$ cat config.mk
export PLATFORM = sky130hd
export DESIGN_NAME = delta_weight_buffer
export DESIGN_NICKNAME = d
export VERILOG_FILES = /design/src/rtl/delta_pkg.sv /design/src/rtl/delta_weight_fifo.sv /design/src/rtl/delta_weight_buffer.sv
export SDC_FILE = /design/constraint.sdc
export NUM_CORES = 2
export LEC_CHECK = 0
export CORE_MARGIN = 1.5
export CORE_UTILIZATION = 60
export CTS_BUF_LIST = sky130_fd_sc_hd__clkbuf_16
export DETAILED_ROUTE_END_ITERATION = 12
export MAX_ROUTING_LAYER = met4
export PLACE_DENSITY = 0.81
export SETUP_SLACK_MARGIN = 0.05
export SYNTH_ARGS = -nofsm -noshare
export SYNTH_HDL_FRONTEND = slang
export SYNTH_SLANG_ARGS = --single-unit
$ cat constraint.sdc
create_clock -name clock -period 40.8 [get_ports clock]
set_clock_uncertainty 0.2 [all_clocks]
set_input_delay 4.08 -clock clock [delete_from_list [all_inputs] [get_ports clock]]
set_output_delay 4.08 -clock clock [all_outputs]
set_load 0.05 [all_outputs]
$ cat src/rtl/delta_pkg.sv
// Shared types and constants for the per-PU delta weight buffer.
package delta_pkg;

  localparam int LINE_BYTES_DEFAULT = 32;
  localparam int WEIGHT_ADDR_W      = 32;

  typedef enum logic [2:0] {
    IDLE    = 3'd0,
    REQ     = 3'd1,
    CAPTURE = 3'd2,
    HOLD    = 3'd3,
    DRAIN   = 3'd4,
    DONE    = 3'd5
  } wbuf_state_t;

endpackage

$ cat src/rtl/delta_weight_fifo.sv
// Synchronous FIFO holding fetched weight lines; head entry is read straight
// from storage (no bypass), so a pushed line is visible the cycle after the push.
module delta_weight_fifo #(
  parameter int WIDTH = 256,
  parameter int DEPTH = 8
) (
  input  logic             i_clock,
  input  logic             i_rst_n,
  input  logic             i_push,
  input  logic [WIDTH-1:0] i_push_data,
  input  logic             i_pop,
  output logic [WIDTH-1:0] o_head,
  output logic             o_full,
  output logic             o_empty
);

  localparam int AW = $clog2(DEPTH);

  logic [WIDTH-1:0] r_mem [DEPTH];
  logic [AW:0]      r_wr_ptr;
  logic [AW:0]      r_rd_ptr;
  logic             w_full;
  logic             w_empty;
  logic             w_push;
  logic             w_pop;

  // Extra wrap bit distinguishes full from empty when the index bits match.
  assign w_empty = (r_wr_ptr == r_rd_ptr);
  assign w_full  = (r_wr_ptr[AW] != r_rd_ptr[AW]) &&
                   (r_wr_ptr[AW-1:0] == r_rd_ptr[AW-1:0]);
  assign w_pop   = i_pop && !w_empty;
  assign w_push  = i_push && (!w_full || w_pop);

  always_ff @(posedge i_clock or negedge i_rst_n) begin
    if (!i_rst_n) begin
      r_wr_ptr <= '0;
      r_rd_ptr <= '0;
    end else begin
      if (w_push) r_wr_ptr <= r_wr_ptr + 1'b1;
      if (w_pop)  r_rd_ptr <= r_rd_ptr + 1'b1;
    end
  end

  always_ff @(posedge i_clock) begin
    if (w_push) r_mem[r_wr_ptr[AW-1:0]] <= i_push_data;
  end

  assign o_head  = r_mem[r_rd_ptr[AW-1:0]];
  assign o_full  = w_full;
  assign o_empty = w_empty;

endmodule

$ cat src/rtl/delta_weight_buffer.sv
// Per-PU weight buffer: fetches num_lines weight lines from the weight manager
// one request at a time, queues them locally and presents them to the PE array.
module delta_weight_buffer
  import delta_pkg::*;
#(
  parameter int LINE_BYTES = LINE_BYTES_DEFAULT,
  parameter int DEPTH      = 8,
  parameter int CNT_W      = 16
) (
  input  logic                     clock,
  input  logic                     reset,
  input  logic                     start,
  input  logic [CNT_W-1:0]         num_lines,
  output logic                     wb_sram_read,
  output logic [WEIGHT_ADDR_W-1:0] wb_sram_address,
  input  logic                     wb_sram_ready,
  input  logic [LINE_BYTES*8-1:0]  wb_sram_data,
  input  logic                     pe_rd_en,
  output logic [LINE_BYTES*8-1:0]  pe_data,
  output logic                     pe_valid,
  output logic                     busy,
  output logic                     cycle_done
);

  localparam int DATA_W = LINE_BYTES * 8;

  wbuf_state_t              r_state;
  wbuf_state_t              w_state_next;
  logic                     r_read;
  logic [WEIGHT_ADDR_W-1:0] r_addr;
  logic [CNT_W-1:0]         r_num_lines;
  logic [CNT_W-1:0]         r_fetch_cnt;
  logic                     w_push;
  logic                     w_fifo_full;
  logic                     w_fifo_empty;

  // Only a ready seen while requesting is a real grant.
  assign w_push = (r_state == REQ) && wb_sram_ready;

  delta_weight_fifo #(
    .WIDTH (DATA_W),
    .DEPTH (DEPTH)
  ) u_fifo (
    .i_clock     (clock),
    .i_rst_n     (reset),
    .i_push      (w_push),
    .i_push_data (wb_sram_data),
    .i_pop       (pe_rd_en),
    .o_head      (pe_data),
    .o_full      (w_fifo_full),
    .o_empty     (w_fifo_empty)
  );

  always_ff @(posedge clock or negedge reset) begin
    if (!reset) begin
      r_state     <= IDLE;
      r_read      <= 1'b0;
      r_addr      <= '0;
      r_num_lines <= '0;
      r_fetch_cnt <= '0;
    end else begin
      r_state <= w_state_next;
      r_read  <= (w_state_next == REQ);
      if ((r_state == IDLE) && start) begin
        r_num_lines <= num_lines;
        r_fetch_cnt <= '0;
        r_addr      <= '0;
      end else if (w_push) begin
        r_fetch_cnt <= r_fetch_cnt + CNT_W'(1);
        r_addr      <= r_addr + WEIGHT_ADDR_W'(LINE_BYTES);
      end
    end
  end

  // CAPTURE forces one low cycle on read so the manager never re-serves a grant.
  always_comb begin
    w_state_next = r_state;
    case (r_state)
      IDLE: begin
        if (start) w_state_next = (num_lines == '0) ? DONE : REQ;
      end
      REQ: begin
        if (wb_sram_ready) w_state_next = CAPTURE;
      end
      CAPTURE: begin
        if (r_fetch_cnt == r_num_lines) w_state_next = DRAIN;
        else if (w_fifo_full)           w_state_next = HOLD;
        else                            w_state_next = REQ;
      end
      HOLD: begin
        if (!w_fifo_full) w_state_next = REQ;
      end
      DRAIN: begin
        if (w_fifo_empty) w_state_next = DONE;
      end
      DONE: begin
        w_state_next = IDLE;
      end
      default: begin
        w_state_next = IDLE;
      end
    endcase
  end

  always_comb begin
    busy       = (r_state != IDLE);
    cycle_done = (r_state == DONE);
    pe_valid   = !w_fifo_empty;
  end

  assign wb_sram_read    = r_read;
  assign wb_sram_address = r_addr;

endmodule

==> out/results.tsv <==
stage	metric	value	unit
cts	Max clock buf depth	3	
power	Net Sw Frac	0.3473	
power	Leakage	0.03009	uW
critical_path	Reg2Reg Launch Point	u_fifo.r_rd_ptr[0]$_DFFE_PN0P_	
place	placed cells	5549	
route	post-DR vias/cell	6.231	
status	status	finished clean	
floorplan	Die Height	368.6	um
critical_path	Bufs and invs on worst path	5	
route	drt total wl	170.7	mm
synthesis	Synth Cell Area	80180	um2
floorplan	total core area	132000	um2
timing	Max Clk Rate	90.55	MHz
route	met3 WL	12.44	mm
global_routing	antenna violations before repair	36	
finish	fin nets	4276	
synthesis	ys flop type	edfxtp_1	
critical_path	CP max stage delay	0.90	ns
place	pre-CTS setup slack	30.36	ns
finish	Area Growth Syn to Fin	17.40	%
power	PwrDens	75.55	nW/um2
global_routing	largest net degree at the start of global routing	172	
finish	Design Area, Final	94120	um2
cts	clock sink total	2119	
synthesis	top-count cell post-synth	edfxtp_1	
critical_path	reg2reg end	u_fifo.r_mem[5][245]$_DFFE_PP_	
power	clock network power share	0.244	
synthesis	Post-synth EDFFs	2048	
route	wl on met1	63.79	mm
synthesis	Yosys warnings	0	
global_routing	total grt overflow	0	
finish	fin util	0.7133	
global_routing	global-route wire length before repair	251.2	mm
critical_path	family with the most delay on the worst path	buffers and inverters	
hold_path	Hold Path Class	reg2reg	
critical_path	crit start category	register	
route	drc violations	0	
cts	CTS tree	done	
cts	TritonCTS Buffers	199	
place	dpl hpwl	87.18	mm
floorplan	width of the die	368.6	um
route	max layer used	met4	
synthesis	Cells after Synth	3348	
cts	Clock Pin Slew Worst Setup and Hold Paths	0.07	ns
finish	register area	63290	um2
critical_path	critical path required time	36.52	ns
critical_path	crit-path most repeated cell	buf_4	
finish	area occupied by multi-input gates	16210	um2
synthesis	Distinct cells, synth	44	
synthesis	syn_area_per_cell	23.95	um2
route	post-route ant nets	0	
floorplan	Ports	569	
critical_path	worst path arrival time	6.76	ns
timing	RSZ-0062 raised after global routing	false	
critical_path	CP max stage cell	dfrtp_4	
power	sequential power share	0.379	
synthesis	top cells by area, synth	edfxtp_1 77%, mux4_2 14%, mux2_2 3.6%	
critical_path	critical path type	reg2out	
synthesis	Synth top area share	0.7671	
hold_path	end of the worst hold path	r_num_lines[3]$_DFFE_PN0P_	
timing	Tcrit/Tclk final	0.2707	
synthesis	synth cell count leaders	2,048 x edfxtp_1, 512 x mux4_2, 257 x mux2_2	
floorplan	die area	135800	um2
timing	Setup TNS	0	ns
timing	Slew @ Worst Pin	1.351	ns
route	wire per inst	28.66	um
finish	fill count	7203	
place	PortBufs	563	
timing	setup ws final	29.76	ns
global_routing	number of global-route vias before repair	38350	
route	first-pass iteration count of the detailed router	7	
synthesis	FF+latch count, synth	2119	
cts	CTS root buffer	clkbuf_16	
hold_path	hold depth	2	
finish	share of cells above drive strength 1	0.2624	
job	max cap viols	0	
timing	Fin. Hold Viols	0	
synthesis	share of flip-flops with an asynchronous set or reset	0.03351	
place	Post-DP Area	87860	um2
power	internal power	4641	uW
power	Psw	2470	uW
cts	# hold bufs at CTS	0	
floorplan	initial core utilization	0.6076	
cts	post-CTS setup repair buffer count	0	
cts	Worst-Skew Late Latency	0.81	ns
timing	Max Slew Vio Count	0	
timing	Slew HR	0.09936	
floorplan	Rows	133	
critical_path	CP Capture Type	primary output	
power	Comb pwr share	0.377	
critical_path	R2R Setup Slk	34.47	ns
route	Iteration-0 DRC Markers	3426	
route	via count	37110	
hold_path	hold_sp	r_num_lines[3]$_DFFE_PN0P_	
cts	CTS H-tree lvls	4	
route	routed wl met2	88.40	mm
critical_path	Worst Reg-to-Reg Cells	9	
cts	post-CTS resize count	0	
synthesis	leading area contributor after synthesis	edfxtp_1	
place	gpl congestion	0.8153	
power	peak supply drop	103.2	uV
timing	final setup fails	0	
critical_path	worst-path maximum fanout	107	
finish	final non-filler cell total	5956	
timing	Tmin final	11.04	ns
synthesis	sequential share of the synthesized area	0.7892	
critical_path	critical-path cell list	buf_4 -> buf_4 -> buf_4 -> buf_12 -> mux4_2 -> mux2_2 -> clkdlybuf4s50_1	
global_routing	Global Route Usage Sum	0.2608	
## area by class of cell
class	count	share of cell area
sequential	2119	0.6724
inverter	7	0.0003589
timing repair buffer	607	0.06519
multi-input combinational	1061	0.1722
antenna	40	0.001063
clock buffer	203	0.05397
clock inverter	164	0.01150
tap	1755	0.02333
## through the flow
step	hold slack (ns)	total power, uW
floorplan	0.2655	4714
finish	0.3061	7111
global route	0.3280	7340
detailed placement	0.2870	5415
global placement	0.2821	5378
CTS	0.3034	7168
## worst max-delay path by stage
stage | slack [ns] | endpoint | depth (start not counted) | start
floorplan | 10.53 | u_fifo.r_mem[0][0]$_DFFE_PP_ | 4 | wb_sram_ready
global placement | 30.42 | pe_data[184] | 7 | u_fifo.r_rd_ptr[0]$_DFFE_PN0P_
CTS | 29.46 | pe_data[210] | 7 | u_fifo.r_rd_ptr[0]$_DFFE_PN0P_
global route | 29.10 | pe_data[226] | 7 | u_fifo.r_rd_ptr[0]$_DFFE_PN0P_
finish | 29.76 | pe_data[229] | 7 | u_fifo.r_rd_ptr[0]$_DFFE_PN0P_
detailed placement | 30.36 | pe_data[229] | 7 | u_fifo.r_rd_ptr[0]$_DFFE_PN0P_
## cells by family (layout without fill, tap and decap cells)
kind of cell               after synthesis  after routing  synth area share
adders and majority gates                4              4         0.0006243
buffers and inverters                  172            981          0.009348
xor gates and xnor gates                62             62          0.006773
and+or+nand+nor                        201            201           0.01259
other                                    1             45        0.00004677
muxes                                  770            770            0.1800
DFF                                   2119           2119            0.7892
AOI/OAI and AO/OA                       19             19          0.001358
## per-layer routing
metal | vias up | track usage
met1 | 19810 | 0.3293
met4 | 0 | 0.1011
met2 | 1521 | 0.4197
met3 | 278 | 0.05610
met5 | - | -
li1 | 15500 | -
## power by group through the flow
stage | sequential [uW] | clock, uW | combinational (uW)
3_3_place_gp | 2720 | 0 | 2660
3_5_place_dp | 2740 | 0 | 2680
2_1_floorplan | 2800 | 0 | 1910
5_1_grt | 2710 | 1840 | 2780
4_1_cts | 2700 | 1760 | 2710
6_report | 2700 | 1740 | 2680
## worst reg2reg max path, delay by kind of cell (launching register included)
kind                   cells  cell delay (ns)
AO/OA/AOI/OAI              1             0.34
XOR/XNOR                   1             0.33
buffers and inverters      4             3.02
flip-flops                 1             0.90
AND/OR/NAND/NOR            3             1.06
## placed cells by master (no fill, tap or decap), drive strengths merged, types with 18 or more instances in the layout
cell | synthesis | final
diode | 0 | 40
dfrtp | 71 | 71
xnor2 | 23 | 23
clkinv | 0 | 100
clkbuf | 92 | 203
buf | 73 | 45
nand4 | 18 | 18
nand2 | 73 | 73
mux2 | 257 | 257
clkdlybuf4s50 | 0 | 562
mux4 | 512 | 512
inv | 7 | 58
edfxtp | 2048 | 2048
xor2 | 39 | 39
nor2 | 43 | 43
## state kept, by name, summed over array words and instances, names as in the netlist
name,flops
u_fifo.r_mem,2048
wb_sram_address,27
r_fetch_cnt,16
r_num_lines,16
u_fifo.r_rd_ptr,4
u_fifo.r_wr_ptr,4
r_state,3
wb_sram_read,1
(Power assumes the default switching activity.)
